[config.mk]
export PLATFORM = sky130hd
export DESIGN_NAME = intan_spi_master
export DESIGN_NICKNAME = d
export VERILOG_FILES = /design/src/rtl/intan_pkg.sv /design/src/rtl/spi_clk_div.sv /design/src/rtl/intan_spi_master.sv
export SDC_FILE = /design/constraint.sdc
export NUM_CORES = 1
export LEC_CHECK = 0
export ABC_AREA = 1
export ABC_CLOCK_PERIOD_IN_PS = 5350
export BUFFER_PORTS_ARGS = -buffer_cell sky130_fd_sc_hd__buf_2
export CAP_MARGIN = 5
export CORE_ASPECT_RATIO = 1.5
export CORE_MARGIN = 8
export CORE_UTILIZATION = 40
export DETAILED_ROUTE_END_ITERATION = 8
export MAX_ROUTING_LAYER = met4
export SYNTH_ARGS = -nofsm -noshare
export SYNTH_HDL_FRONTEND = slang
export SYNTH_SLANG_ARGS = --single-unit
[constraint.sdc]
create_clock -name clk -period 5.35 [get_ports clk]
set_clock_uncertainty 0.2 [all_clocks]
set_input_delay 1.3375 -clock clk [delete_from_list [all_inputs] [get_ports clk]]
set_output_delay 1.3375 -clock clk [all_outputs]
set_load 0.05 [all_outputs]
[src/rtl/intan_pkg.sv]
// ---------------------------------------------------------------
// intan_pkg: state encodings and default sizing for the Intan SPI master
// Rev 1.0
// ---------------------------------------------------------------
`default_nettype none

package intan_pkg;

  localparam int c_WORD_W  = 16;
  localparam int c_CLK_DIV = 4;
  localparam int c_CS_GAP  = 2;

  typedef enum logic [7:0] {
    ST_IDLE = 8'h00,
    ST_CSLO = 8'h01,
    ST_SHFT = 8'h02,
    ST_CSHI = 8'h03,
    ST_PUSH = 8'h04,
    ST_DONE = 8'h05
  } state_e;

endpackage

`default_nettype wire

[src/rtl/spi_clk_div.sv]
// ---------------------------------------------------------------
// spi_clk_div: half-period counter producing one-cycle SCLK rise/fall ticks
// Rev 1.0
// ---------------------------------------------------------------
`default_nettype none

module spi_clk_div #(
  parameter int CLK_DIV = 4
) (
  input  logic clk,
  input  logic rst,
  input  logic en_i,
  output logic rise_tick_o,
  output logic fall_tick_o
);

  localparam int C_CW = (CLK_DIV > 1) ? $clog2(CLK_DIV) : 1;
  localparam logic [C_CW-1:0] c_LAST = C_CW'(CLK_DIV - 1);

  logic [C_CW-1:0] cnt_q;
  logic            phase_q;
  logic            w_wrap;

  // Phase idles at 1 so the first wrap (end of CS setup) reads as a fall,
  // leaving SCLK low for one more half-period before the first rise.
  assign w_wrap      = en_i && (cnt_q == c_LAST);
  assign rise_tick_o = w_wrap && !phase_q;
  assign fall_tick_o = w_wrap && phase_q;

  always_ff @(posedge clk) begin
    if (rst || !en_i) begin
      cnt_q   <= '0;
      phase_q <= 1'b1;
    end else if (cnt_q == c_LAST) begin
      cnt_q   <= '0;
      phase_q <= ~phase_q;
    end else begin
      cnt_q <= cnt_q + 1'b1;
    end
  end

endmodule

`default_nettype wire

[src/rtl/intan_spi_master.sv]
// ---------------------------------------------------------------
// intan_spi_master: dual-chip SPI master feeding spi2fifo
// Rev 1.0
// ---------------------------------------------------------------
`default_nettype none

module intan_spi_master
  import intan_pkg::*;
#(
  parameter int CLK_DIV = c_CLK_DIV,
  parameter int WORD_W  = c_WORD_W,
  parameter int CS_GAP  = c_CS_GAP
) (
  input  logic              clk,
  input  logic              rst,
  input  logic              fs,
  output logic              fd,
  input  logic [WORD_W-1:0] chip_txd,
  input  logic [1:0]        chip_en,
  output logic              spi_sclk,
  output logic              spi_cs_n,
  output logic              spi_mosi,
  input  logic              spi_miso0,
  input  logic              spi_miso1,
  output logic [WORD_W-1:0] chip_rxd0,
  output logic [WORD_W-1:0] chip_rxd1,
  output logic              fs0,
  output logic              fs1,
  input  logic              fd_tx
);

  localparam int C_BW = $clog2(WORD_W + 1);
  localparam int C_GW = (CS_GAP > 1) ? $clog2(CS_GAP) : 1;
  localparam logic [C_BW-1:0] c_LAST_BIT = C_BW'(WORD_W - 1);
  localparam logic [C_GW-1:0] c_LAST_GAP = C_GW'(CS_GAP - 1);

  state_e            state_q;
  logic [WORD_W-1:0] tx_q, rx0_q, rx1_q, rxd0_q, rxd1_q;
  logic [1:0]        en_q;
  logic [C_BW-1:0]   bit_q;
  logic [C_GW-1:0]   gap_q;
  logic              sclk_q, cs_n_q, fs0_q, fs1_q, fd_q;
  logic              w_div_en, w_rise, w_fall;

  assign w_div_en = (state_q == ST_CSLO) || (state_q == ST_SHFT);

  spi_clk_div #(.CLK_DIV(CLK_DIV)) u_clk_div (
    .clk         (clk),
    .rst         (rst),
    .en_i        (w_div_en),
    .rise_tick_o (w_rise),
    .fall_tick_o (w_fall)
  );

  always_ff @(posedge clk) begin
    if (rst) begin
      state_q <= ST_IDLE;
      tx_q    <= '0;
      rx0_q   <= '0;
      rx1_q   <= '0;
      rxd0_q  <= '0;
      rxd1_q  <= '0;
      en_q    <= '0;
      bit_q   <= '0;
      gap_q   <= '0;
      sclk_q  <= 1'b0;
      cs_n_q  <= 1'b1;
      fs0_q   <= 1'b0;
      fs1_q   <= 1'b0;
      fd_q    <= 1'b0;
    end else begin
      case (state_q)
        ST_IDLE: begin
          if (fs) begin
            tx_q    <= chip_txd;
            en_q    <= chip_en;
            bit_q   <= '0;
            cs_n_q  <= 1'b0;
            state_q <= ST_CSLO;
          end
        end
        ST_CSLO: begin
          if (w_fall) state_q <= ST_SHFT;
        end
        ST_SHFT: begin
          if (w_rise) begin
            sclk_q <= 1'b1;
            rx0_q  <= {rx0_q[WORD_W-2:0], spi_miso0};
            rx1_q  <= {rx1_q[WORD_W-2:0], spi_miso1};
          end
          // The command register empties itself, so MOSI rests at 0 after the last bit.
          if (w_fall) begin
            sclk_q <= 1'b0;
            tx_q   <= {tx_q[WORD_W-2:0], 1'b0};
            if (bit_q == c_LAST_BIT) begin
              cs_n_q  <= 1'b1;
              rxd0_q  <= rx0_q;
              rxd1_q  <= rx1_q;
              gap_q   <= '0;
              state_q <= ST_CSHI;
            end else begin
              bit_q <= bit_q + 1'b1;
            end
          end
        end
        ST_CSHI: begin
          if (gap_q == c_LAST_GAP) begin
            if (en_q != 2'b00) begin
              fs0_q   <= en_q[0];
              fs1_q   <= en_q[1];
              state_q <= ST_PUSH;
            end else begin
              fd_q    <= 1'b1;
              state_q <= ST_DONE;
            end
          end else begin
            gap_q <= gap_q + 1'b1;
          end
        end
        ST_PUSH: begin
          if (fd_tx) begin
            fs0_q   <= 1'b0;
            fs1_q   <= 1'b0;
            fd_q    <= 1'b1;
            state_q <= ST_DONE;
          end
        end
        ST_DONE: begin
          if (!fs) begin
            fd_q    <= 1'b0;
            state_q <= ST_IDLE;
          end
        end
        default: state_q <= ST_IDLE;
      endcase
    end
  end

  assign spi_sclk  = sclk_q;
  assign spi_cs_n  = cs_n_q;
  assign spi_mosi  = tx_q[WORD_W-1];
  assign chip_rxd0 = rxd0_q;
  assign chip_rxd1 = rxd1_q;
  assign fs0       = fs0_q;
  assign fs1       = fs1_q;
  assign fd        = fd_q;

endmodule

`default_nettype wire

==> summary.txt <==
STA
  – Final Hold Vio Count: 0
  – Fin crit share: 51.2%
  – Worst-Margin Slew: ~0.74 ns
  – Final setup fails: 0
  – RSZ-0062 raised after global routing: false
  – Post-Route Setup TNS: 0 ns
  – Max Clk Rate: about 0.37 GHz
  – Slew headroom: roughly half
  – Crit path time final: roughly 2.7 ns
  – Fin. max-slew vios: 0

Yosys
  – Asr flop ratio synth: 0%
  – Yosys Warn Count: 0
  – Post-synth top flop: dfxtp_1
  – Netlist Area Pre-Place: approximately 4000 um^2
  – Top-count cell post-synth: nor2_1
  – Yosys reg bits: 99
  – Number of synthesized flops with an enable pin: 0
  – Top cell type's share of synthesized area: around half
  – Sequential area share after synthesis: between 40% and 50%
  – Synth top area cells: dfxtp_1, nor2_1, o21ai_0, nand2_1, o211a_1
  – Yosys top cell by area: dfxtp_1
  – Netlist cell types: 26
  – Commonest cells post-synth: nor2_1, dfxtp_1, o21ai_0
  – Syn_area_per_cell: roughly 7.8 um^2
  – Synth Instances: around 500
  – Syn Nets: 542

GRT
  – First-pass GRT wire length: 15,100 um
  – Remaining global-route overflow: 0
  – Vias in the first global route: between 3,000 and 4,000
  – Gr usage total: a little over an eighth
  – Pin count of the biggest net entering global routing: roughly 50
  – Initial antenna violation count: 0

Drt
  – Routed wire length: 8780 um
  – Met2 Wirelength: between 4000 and 5000 um
  – Metal3 WL: approximately 370 um
  – Via count: 3,380
  – Vias per Instance: 5.00
  – DRT iter0 DRCs: around 140
  – Routed len/inst: ~13 um
  – Total iterations of the first detailed-routing run: 4
  – DRC errors left: 0
  – Met1 wire length: between 3000 and 4000 um
  – Top layer in use: met4
  – Number of routed nets with antenna violations: 0

Cells and area
  – Share of cells above drive strength 1: between 10% and 20%
  – Fill cells: about 990
  – Diode count: 0
  – Synthesis-to-finish area growth: 14.1%
  – Footprint of the multi-input gates: 1720 um^2
  – Fin util: between 40% and 50%
  – Sequential cell area: roughly 2000 um^2
  – Nets@finish: between 500 and 600

Floorplanning
  – Io pins: 62
  – Die area: 13,500 um^2
  – Row cnt: 44
  – Die Height: about 140 um
  – Floorplan core area: 9690 um^2
  – Initial Utilization: between 40% and 50%
  – Die Wd: just under 100 um

Setup path
  – R2R Setup Slk: ~2.8 ns
  – Critical path data arrival time: 2.81 ns
  – Crit end category: register
  – CP required: between 5 and 6 ns
  – Crit path kind: in2reg
  – Slowest stage cell, crit path: inv_2
  – Worst-path fanout max: 48
  – Crit path cell chain: buf_2 -> inv_2 -> buf_4 -> o21ai_0 -> nor2_1
  – CP max stage delay: ~0.56 ns
  – Critical Path Source Type: input pin

Place
  – Global placer's final weighted congestion: just under 0.8
  – Dpl hpwl: around 5800 um
  – Number of port buffers: 61

Hold path
  – Hold WC Path Type: reg2reg

Pwr
  – Sw power: about 0.58 mW
  – Sequential power share: about 45%
  – Peak VDD IR: between 200 and 250 uV
  – Switching Share: a little under a third
  – Clock power frac: about a third
  – Gate power share: between 20% and 30%
  – Internal: 1.34 mW
  – Power per cell area: around 420 nW/um^2
  – Static Leak: ~2.2 nW

Clocking
  – Clock transition at path regs: ~0.060 ns
  – CTS H-Tree Depth: 3
  – Clock Latency Late Sink: 0.33 ns
  – Post-CTS Setup Inserts: 0
  – CTS hold repair buffers: 0
  – CTS max path bufs: 2
  – Clock Tree Root: clkbuf_16
  – CTS sink count: 99
  – TritonCTS clock tree: yes
  – TritonCTS Buffers: 9
  – Resized cells post-CTS: 0

Flow run
  – Max-cap viol count: 0

Run status
  – Status: finished, final reports clean
state kept, by name, summed over array words and instances, names as in the netlist, 2 cells and up:
register,flops
tx_q,16
u_clk_div.cnt_q,2
chip_rxd0,16
en_q,2
bit_q,5
rx0_q,16
chip_rxd1,16
state_q,3
rx1_q,16
cells by family (layout without fill, tap and decap cells):
group	count (synthesis)	count (layout)	synth area share, %
flops	99	99	49.7
simple gates	257	257	27.2
compound gates	104	104	15.0
buf+inv	52	98	7.21
fa+ha+maj	3	3	0.941
layout make-up:
cell class              count  share of cell area, %
flip-flops and latches     99                   43.5
multi-input cells         364                   37.8
repair buffers             62                   6.87
clock buffers              12                   5.85
well taps                 115                   3.16
inverters                  21                   1.79
clock inverters             3                   1.02
power groups by stage:
stage / Sequential, mW / Combinational (mW) / Clock [mW]
after floorplan: 0.895 / 0.316 / 0
after global placement: 0.876 / 0.385 / 0
after detailed placement: 0.878 / 0.394 / 0
after CTS: 0.863 / 0.397 / 0.676
after global routing: 0.870 / 0.446 / 0.702
final: 0.863 / 0.392 / 0.657
critical path: cells and delay by family:
| family | cells | cell delay, ns |
|---|---|---|
| compound gates | 1 | 0.16 |
| buf+inv | 3 | 1.17 |
| simple gates | 1 | 0.12 |
routing by layer:
layer,global-route usage (%),up-vias
met3,3.69,13
met5,-,-
met1,14.3,1553
met2,22.9,61
li1,-,1753
met4,4.97,0
metrics by stage:
stage	area, um^2	instances	setup WS (ns)	power [mW]	hold slack [ns]
CTS	4550	676	2.61	1.93	0.231
global route	4550	676	2.45	2.02	0.238
finish	4550	676	2.61	1.91	0.229
detailed placement	4240	661	2.26	1.27	0.221
global placement	4240	661	2.29	1.26	0.212
floorplan	3990	515	3.02	1.21	0.204
final timing paths:
kind                                         to  depth (start not counted)                     startpoint
setup / recovery         rx1_q[10]$_SDFFE_PP0P_                          5                            rst
hold / removal    u_clk_div.cnt_q[0]$_SDFF_PP0_                          1  u_clk_div.cnt_q[0]$_SDFF_PP0_
setup reg to reg          rx1_q[6]$_SDFFE_PP0P_                          6        state_q[1]$_SDFFE_PP0P_
hold reg to reg   u_clk_div.cnt_q[0]$_SDFF_PP0_                          1  u_clk_div.cnt_q[0]$_SDFF_PP0_
cells in the final DEF, fill, tap and decap left out:
cell type   instances
o21ai_0            68
nor2_8              1
nand3_1            28
o211a_1            15
clkinv_4            1
clkinvlp_4          1
inv_2               4
nor2_1            147
nor3b_1             1
buf_2              61
ha_1                3
inv_1              16
nand2_1            67
nand3_4             1
clkbuf_8            3
buf_4               1
nand2_4             2
nor2_4              3
clkbuf_16           9
nand2_2             1
bufinv_16           1
a211oi_1            1
nor3_1              2
nor2_2              1
inv_4               1
o21ai_1             5
nand4_1             3
dfxtp_1            99
a21oi_1            15
No activity file was read; power rests on OpenSTA's default activity.
